File: src/rtl/reset_pkg.sv
// ============================================================================
// reset_pkg : shared types for the reset sequencer and its status/CSR readers
// Rev 1.0
// ============================================================================
`default_nettype none

package reset_pkg;

  typedef enum logic [1:0] {
    S_HOLD = 2'd0,
    S_GAP  = 2'd1,
    S_DONE = 2'd2
  } seq_state_e;

  typedef enum logic [1:0] {
    CAUSE_POR = 2'b01,
    CAUSE_SW  = 2'b10
  } rst_cause_e;

  function automatic int max3(input int a, input int b, input int c);
    int m;
    m = (a > b) ? a : b;
    return (m > c) ? m : c;
  endfunction

endpackage

`default_nettype wire

File: src/rtl/rst_down_counter.sv
// ============================================================================
// rst_down_counter : loadable down counter that saturates at zero
// Rev 1.0
// ============================================================================
`default_nettype none

module rst_down_counter #(
  parameter int           W       = 4,
  parameter logic [W-1:0] RST_VAL = '0
) (
  input  logic         clk,
  input  logic         rst_n,
  input  logic         i_load,
  input  logic [W-1:0] i_value,
  input  logic         i_dec,
  output logic         o_zero
);

  logic [W-1:0] cnt_q;
  logic [W-1:0] cnt_d;

  always_comb begin
    cnt_d = cnt_q;
    if (i_load) begin
      cnt_d = i_value;
    end else if (i_dec && (cnt_q != '0)) begin
      cnt_d = cnt_q - W'(1);
    end
  end

  always_ff @(posedge clk or negedge rst_n) begin
    if (!rst_n) begin
      cnt_q <= RST_VAL;
    end else begin
      cnt_q <= cnt_d;
    end
  end

  assign o_zero = (cnt_q == '0);

endmodule

`default_nettype wire

File: src/rtl/reset_sequencer.sv
// ============================================================================
// reset_sequencer : releases N_DOM domain resets in order with programmable gaps
// Rev 1.0
// ============================================================================
`default_nettype none

module reset_sequencer
  import reset_pkg::*;
#(
  parameter int N_DOM          = 3,
  parameter int HOLD_CYCLES    = 16,
  parameter int GAP_CYCLES     = 4,
  parameter int SW_HOLD_CYCLES = 8
) (
  input  logic             clk,
  input  logic             sync_rst_n,
  input  logic             sw_rst_req,
  output logic [N_DOM-1:0] domain_rst_n,
  output logic             seq_done,
  output logic [1:0]       rst_cause
);

  localparam int CNT_MAX = max3(HOLD_CYCLES, GAP_CYCLES, SW_HOLD_CYCLES);
  localparam int CNT_W   = $clog2(CNT_MAX + 1);
  localparam int IDX_W   = (N_DOM > 1) ? $clog2(N_DOM) : 1;

  localparam logic [CNT_W-1:0] HOLD_LOAD = CNT_W'(HOLD_CYCLES - 1);
  localparam logic [CNT_W-1:0] GAP_LOAD  = CNT_W'(GAP_CYCLES - 1);
  localparam logic [CNT_W-1:0] SW_LOAD   = CNT_W'(SW_HOLD_CYCLES - 1);
  localparam logic [IDX_W-1:0] LAST_IDX  = IDX_W'(N_DOM - 1);

  if ((N_DOM < 1) || (HOLD_CYCLES < 1) || (GAP_CYCLES < 1) || (SW_HOLD_CYCLES < 1))
  begin : g_param_check
    $error("reset_sequencer: every parameter must be >= 1");
  end

  seq_state_e       state_q, state_d;
  logic [IDX_W-1:0] idx_q, idx_d;
  logic [N_DOM-1:0] domain_q, domain_d;
  logic             seq_done_q, seq_done_d;
  rst_cause_e       cause_q, cause_d;

  logic             cnt_load;
  logic [CNT_W-1:0] cnt_load_val;
  logic             cnt_dec;
  logic             cnt_zero;
  logic             last_idx;

  assign last_idx = (idx_q == LAST_IDX);

  // Reset value matches the POR hold load so the count starts on the first edge.
  rst_down_counter #(
    .W       (CNT_W),
    .RST_VAL (HOLD_LOAD)
  ) u_cnt (
    .clk     (clk),
    .rst_n   (sync_rst_n),
    .i_load  (cnt_load),
    .i_value (cnt_load_val),
    .i_dec   (cnt_dec),
    .o_zero  (cnt_zero)
  );

  always_ff @(posedge clk or negedge sync_rst_n) begin
    if (!sync_rst_n) begin
      state_q <= S_HOLD;
    end else begin
      state_q <= state_d;
    end
  end

  always_comb begin
    state_d = state_q;
    case (state_q)
      S_HOLD: begin
        if (cnt_zero) begin
          state_d = (N_DOM == 1) ? S_DONE : S_GAP;
        end
      end
      S_GAP: begin
        if (cnt_zero && last_idx) begin
          state_d = S_DONE;
        end
      end
      S_DONE: begin
        if (sw_rst_req) begin
          state_d = S_HOLD;
        end
      end
      default: state_d = S_HOLD;
    endcase
  end

  always_comb begin
    domain_d     = domain_q;
    seq_done_d   = seq_done_q;
    cause_d      = cause_q;
    idx_d        = idx_q;
    cnt_load     = 1'b0;
    cnt_load_val = GAP_LOAD;
    cnt_dec      = 1'b0;
    case (state_q)
      S_HOLD: begin
        if (!cnt_zero) begin
          cnt_dec = 1'b1;
        end else begin
          domain_d[0] = 1'b1;
          if (N_DOM == 1) begin
            seq_done_d = 1'b1;
          end else begin
            cnt_load = 1'b1;
            idx_d    = IDX_W'(1);
          end
        end
      end
      S_GAP: begin
        if (!cnt_zero) begin
          cnt_dec = 1'b1;
        end else begin
          for (int i = 0; i < N_DOM; i++) begin
            if (idx_q == IDX_W'(i)) begin
              domain_d[i] = 1'b1;
            end
          end
          if (last_idx) begin
            seq_done_d = 1'b1;
          end else begin
            idx_d    = idx_q + IDX_W'(1);
            cnt_load = 1'b1;
          end
        end
      end
      S_DONE: begin
        if (sw_rst_req) begin
          domain_d     = '0;
          seq_done_d   = 1'b0;
          cause_d      = CAUSE_SW;
          idx_d        = '0;
          cnt_load     = 1'b1;
          cnt_load_val = SW_LOAD;
        end
      end
      default: begin
        idx_d = '0;
      end
    endcase
  end

  always_ff @(posedge clk or negedge sync_rst_n) begin
    if (!sync_rst_n) begin
      idx_q      <= '0;
      domain_q   <= '0;
      seq_done_q <= 1'b0;
      cause_q    <= CAUSE_POR;
    end else begin
      idx_q      <= idx_d;
      domain_q   <= domain_d;
      seq_done_q <= seq_done_d;
      cause_q    <= cause_d;
    end
  end

  assign domain_rst_n = domain_q;
  assign seq_done     = seq_done_q;
  assign rst_cause    = cause_q;

endmodule

`default_nettype wire

File: config.mk
export PLATFORM = sky130hd
export DESIGN_NAME = reset_sequencer
export DESIGN_NICKNAME = d
export VERILOG_FILES = /design/src/rtl/reset_pkg.sv /design/src/rtl/rst_down_counter.sv /design/src/rtl/reset_sequencer.sv
export SDC_FILE = /design/constraint.sdc
export NUM_CORES = 1
export LEC_CHECK = 0
export BUFFER_PORTS_ARGS = -buffer_cell sky130_fd_sc_hd__buf_4
export CAP_MARGIN = 20
export CORE_MARGIN = 8
export CORE_UTILIZATION = 54
export DETAILED_ROUTE_END_ITERATION = 7
export PLACE_DENSITY = 0.75
export SETUP_SLACK_MARGIN = 0.15
export SLEW_MARGIN = 0
export SYNTH_ARGS = -nofsm -noshare
export SYNTH_HDL_FRONTEND = slang
export SYNTH_SLANG_ARGS = --single-unit
File: constraint.sdc
create_clock -name clk -period 2.4 [get_ports clk]
set_input_delay 0.48 -clock clk [delete_from_list [all_inputs] [get_ports clk]]
set_output_delay 0.48 -clock clk [all_outputs]
set_load 0.02 [all_outputs]
======== Word-level counts from Yosys, hierarchy flattened ========
Index checks and enable logic that the tools add are counted.
Widths: inputs -> output; s select.
word-level totals
  input port bits ......................... 3
  logic and storage cells ................. 67
  register bits ........................... 15
  output and inout bits ................... 6
cells by class
  muxes and demuxes ....................... 29
  equal/unequal tests ..................... 12
  reductions and logical operators ........ 16
  add/subtract/negate cells ............... 2
operators with widths
  cell                 count
  $ne 2x2->1 const B   8
  $mux 1               12
  $mux 3               4
  $pmux 2 s3           2
  $reduce_and 4->1     3
  $mux 2               5
  $mux 5               2
  $pmux 1 s3           2
  $logic_not 5->1      1
  $reduce_and 5->1     1
  $reduce_bool 5->1    1
  $sub 5x1->5 const B  1
  $eq 2x1->1 const B   2
  $eq 2x2->1 const B   2
  $logic_not 2->1      2
  $pmux 2 s2           1
  $reduce_bool 2->1    2
  $reduce_and 3->1     1
  $reduce_bool 3->1    1
  $add 2x1->2 const B  1
  $logic_and 1x1->1    2
  $pmux 1 s2           1
  $reduce_and 2->1     1
  $reduce_or 2->1      1

======== Longest topological paths before layout ========
  depth after elaboration ................. 6
  depth in mapped cells ................... 6
  depth with buffers taken out ............ 5

======== By module ========
From an unflattened synthesis, not the netlist that was laid out.
second synthesis, totals
  cell total of the unflattened synthesis .. 85
  area, all modules ....................... 815.8 um^2
by module, submodules not included
  module            instances  area an instance (um^2)  cells each
  reset_sequencer   1          506.7                    53
  rst_down_counter  1          309.0                    32

======== Least setup slack after synthesis ========
No wires, ideal clock.
  path type ............................... reg-to-reg
  start ................................... register u_cnt.cnt_q[0]
  end ..................................... register idx_q[0]
  arrival time ............................ 1,619 ps
  slack ................................... 694 ps
  buffers on the path ..................... 1
  cell stages (with the launch flop) ...... 7
  path through ............................ dfstp_2 inv_1 ha_1 or4b_1 clkbuf_2 or4_1 o211ai_1
between the ends
  word-level cells in the longest chain between the ends .. 3
  elaborated cells on any way between the ends .. 4
  classes of those cells .................. eq/ne (2); reduce/logical (2)
RTL lines
  what                                   RTL line                text
  start, declared                        rst_down_counter.sv:19  logic [W-1:0] cnt_q;
  start signal, assigned                 rst_down_counter.sv:35  cnt_q <= cnt_d;
  $logic_not 5->1 (*)                    rst_down_counter.sv:39  assign o_zero = (cnt_q == '0);
  $ne 2x2->1 (no source line)            --
  $reduce_and 4->1 (no source line) (*)  --
  end signal, assigned                   reset_sequencer.sv:156  idx_q <= idx_d;
  end, declared                          reset_sequencer.sv:38   logic [IDX_W-1:0] idx_q, idx_d;
Mark *: on every way between the ends. The rest lies on a longest branch, timed or not.
A chain may end at the register's enable or synchronous reset.

======== Worst setup path in the final report ========
Same ends and word-level chain as after synthesis.

==> flow_metrics.tcl <==
set metrics [dict create \
    layoutNonFillerInstCount 95 \
    h-tree-depth 1 \
    yosysWarnings 0 \
    synth.avg_cell_area_um2 10.24 \
    placed_cells 91 \
    slowest_stage "or4b_1" \
    final_max_slew_viol_count 0 \
    cts_buffers 3 \
    power_density_mw_per_mm2 1201 \
    cellLeakagePower_nw 0.3912 \
    syn-num-nets 78 \
    cap_violations 0 \
    antenna_found_initial 0 \
    fill_cells 98 \
    arrival_ns 2.04 \
    finalSetupViolations 0 \
    p_sw_w 0.0003729 \
    syn_to_final_growth_pct 14.11 \
    fmax_ghz 0.5408 \
    yosys_register_bits 14 \
    synth-edff-count 0 \
    insertion_delay_ns 0.28 \
    power_frac_seq_pct 43.0 \
    drive_above_1_share_pct 25.00 \
    root_buffer "clkbuf_4" \
    dieWidth_um 52.69 \
    n_antenna_cell 0 \
    cts.sinks 14 \
    drt_iter0_drc 12 \
    drc 0 \
    coreArea_mm2 0.001285 \
    ant_nets 0 \
    rsz0062_at_grt "no" \
    max-slew-margin-rel_pct 77.83 \
    dieArea_mm2 0.002776 \
    synth_cell_types 31 \
    seq_area_um2 356.6 \
    status "finished clean" \
    finalClockSkew_ns 0.006314 \
    ctsResizeCount 0 \
    synth_top_area_share_pct 30.98 \
    tightest_slew_ns 0.3325 \
    cts_tree "yes" \
    vias_per_cell 5.874 \
    peakVddDrop_uv 626.5 \
    routed-via-count 558 \
    drt-total-wl_mm 1.445 \
    grt_pass1_wl_mm 2.394 \
    async_flop_share_pct 100.0 \
    yosysSeqAreaShare_pct 49.05 \
    post-route-min-period_ns 1.849 \
    first_pass_iters 4 \
    start_util_pct 56.57 \
    grtUsageTotal_pct 11.36 \
    grt_max_degree 15 \
    synth_largest_area_cell "dfrtp_1" \
    clk_pin_slew_ns 0.09 \
    ys_top_cells_by_area "dfrtp_1 31%, dfstp_2 18%, ha_1 6.9%, nand2b_1 3.4%, nor3_1 2.8%" \
    comb_power_share_pct 39.9 \
    io_buffers 8 \
    slowest_delay_ns 0.56 \
    grt_pass1_vias 547 \
    p_sw_share_pct 37.42 \
    place_congestion 0.8093 \
    required_ns 2.59 \
    die_h_um 52.69 \
    routedWlPerCell_um 15.21 \
    nets 88 \
    crit_chain "inv_1 > ha_1 > or4b_1 > or4_1 > o211ai_1" \
    post-route-period-util_pct 77.05 \
    ios 9 \
    netlist_instances 71 \
    hpwl_mm 1.040 \
    synth_most_common_cell "dfrtp_1" \
    holdBufCountCts 0 \
    multiInputGateArea_um2 331.6 \
    timing.setup.tns_ns 0 \
    hold_viol_final 0 \
    clock_path_buffers 2 \
    globalRouteOverflowTotal 0 \
    netlist_area_um2 726.9 \
    p_int_w 0.0006236 \
    ys_top_cells_by_count "9 x dfrtp_1, 5 x dfstp_2, 5 x inv_1, 5 x nor2_1" \
    std_cell_rows 13 \
    post_cts_buffers 0 \
    critPathCaptureType "flop" \
    ys.flop_type "dfrtp_1" \
    criticalPathCategory "reg -> reg" \
    hp-class "in -> async" \
    crit_path_start_kind "flop" \
    clkPwrFrac_pct 17.1 \
    path_max_fanout 6 \
]
==> path summary, 6_finish.rpt <==
path                                            start                     endpoint  slack, ns  depth (start not counted)
max                        u_cnt.cnt_q[0]$_DFFE_PN1P_         idx_q[0]$_DFFE_PN0P_       0.55                          5
min                                        sync_rst_n  domain_rst_n[0]$_DFFE_PN0P_       0.03                          1
max reg2reg                u_cnt.cnt_q[0]$_DFFE_PN1P_         idx_q[0]$_DFFE_PN0P_       0.55                          5
min reg2reg                  rst_cause[0]$_DFFE_PN1P_     rst_cause[0]$_DFFE_PN1P_       0.50                          1
max in group asynchronous                  sync_rst_n     rst_cause[0]$_DFFE_PN1P_       2.13                          1
min in group clk             rst_cause[0]$_DFFE_PN1P_     rst_cause[0]$_DFFE_PN1P_       0.50                          1
==> metal layers <==
metal,share of wire [%],up-vias,wire length [um],global-route usage (%)
met4,2.4,0,34,5.172
met5,0,-,0,0
met1,48,263,694,14.21
li1,-,273,-,-
met2,46,16,661,17.98
met3,3.7,6,54,2.557
==> layout make-up <==
class | instances | share of cell area [%]
repair buffers | 9 | 8.145
flip-flops and latches | 14 | 42.99
clock buffers | 4 | 4.374
multi-input cells | 48 | 39.97
inverters | 5 | 2.262
well taps | 15 | 2.262
==> registers in the layout (all words and copies together), names as in the netlist <==
name,cells
state_q,2
domain_rst_n,3
u_cnt.cnt_q,5
rst_cause,2
idx_q,2
==> layout by cell type, fill, tap and decap left out, drive strengths merged <==
cell type and count:
clkbuf 4, dfstp 5, a2bb2oi 2, a211oi 1
nor4b 1, buf 9, a21o 2, or4b 1
nor3 4, o21ai 1, a21oi 3, and3b 1
inv 5, a22oi 1, o211ai 2, nand2 4
nor2 5, or3 2, nand3b 1, a31oi 1
nand2b 4, dfrtp 9, nand3 1, a221o 1
ha 4, or2 1, a21boi 1, or4 2
o311a 1, and2 1
==> power groups by stage <==
stage | clock, W | combinational [W] | sequential (W)
floorplan | 0 | 0.000279 | 0.000428
global placement | 0 | 0.000390 | 0.000426
detailed placement | 0 | 0.000400 | 0.000430
CTS | 0.000172 | 0.000401 | 0.000426
global route | 0.000182 | 0.000449 | 0.000442
finish | 0.000171 | 0.000397 | 0.000428
==> worst max-delay path, delay by kind of cell, from the launching register on <==
kind                       cells  cell delay, ns
buffers and inverters          1            0.09
and+or+nand+nor                2            1.00
adders and majority gates      1            0.19
DFF                            1            0.38
AOI/OAI and AO/OA              1            0.11
==> logic make-up (layout without fill, tap and decap cells) <==
group	count (synthesis)	count (layout)	synth area share (%)
buf+inv	9	18	5.336
fa+ha+maj	4	4	6.885
flops	14	14	49.05
compound gates	16	16	16.01
simple gates	28	28	22.72
==> through the flow <==
step / power (W) / hold WS, ns / cell area [um2] / utilization, % / setup slack [ns]
final: 0.0009965 / 0.02873 / 829.5 / 64.56 / 0.5508
after global routing: 0.001074 / 0.03776 / 829.5 / 64.56 / 0.4996
after CTS: 0.0009995 / 0.03462 / 829.5 / 64.56 / 0.5589
after detailed placement: 0.0008299 / 0.3397 / 793.3 / 61.73 / 0.5768
after global placement: 0.0008154 / 0.3374 / 793.3 / 61.73 / 0.6751
after floorplan: 0.0007071 / 0.1844 / 726.9 / - / 0.6944
Power figures use the tool's default switching activity.
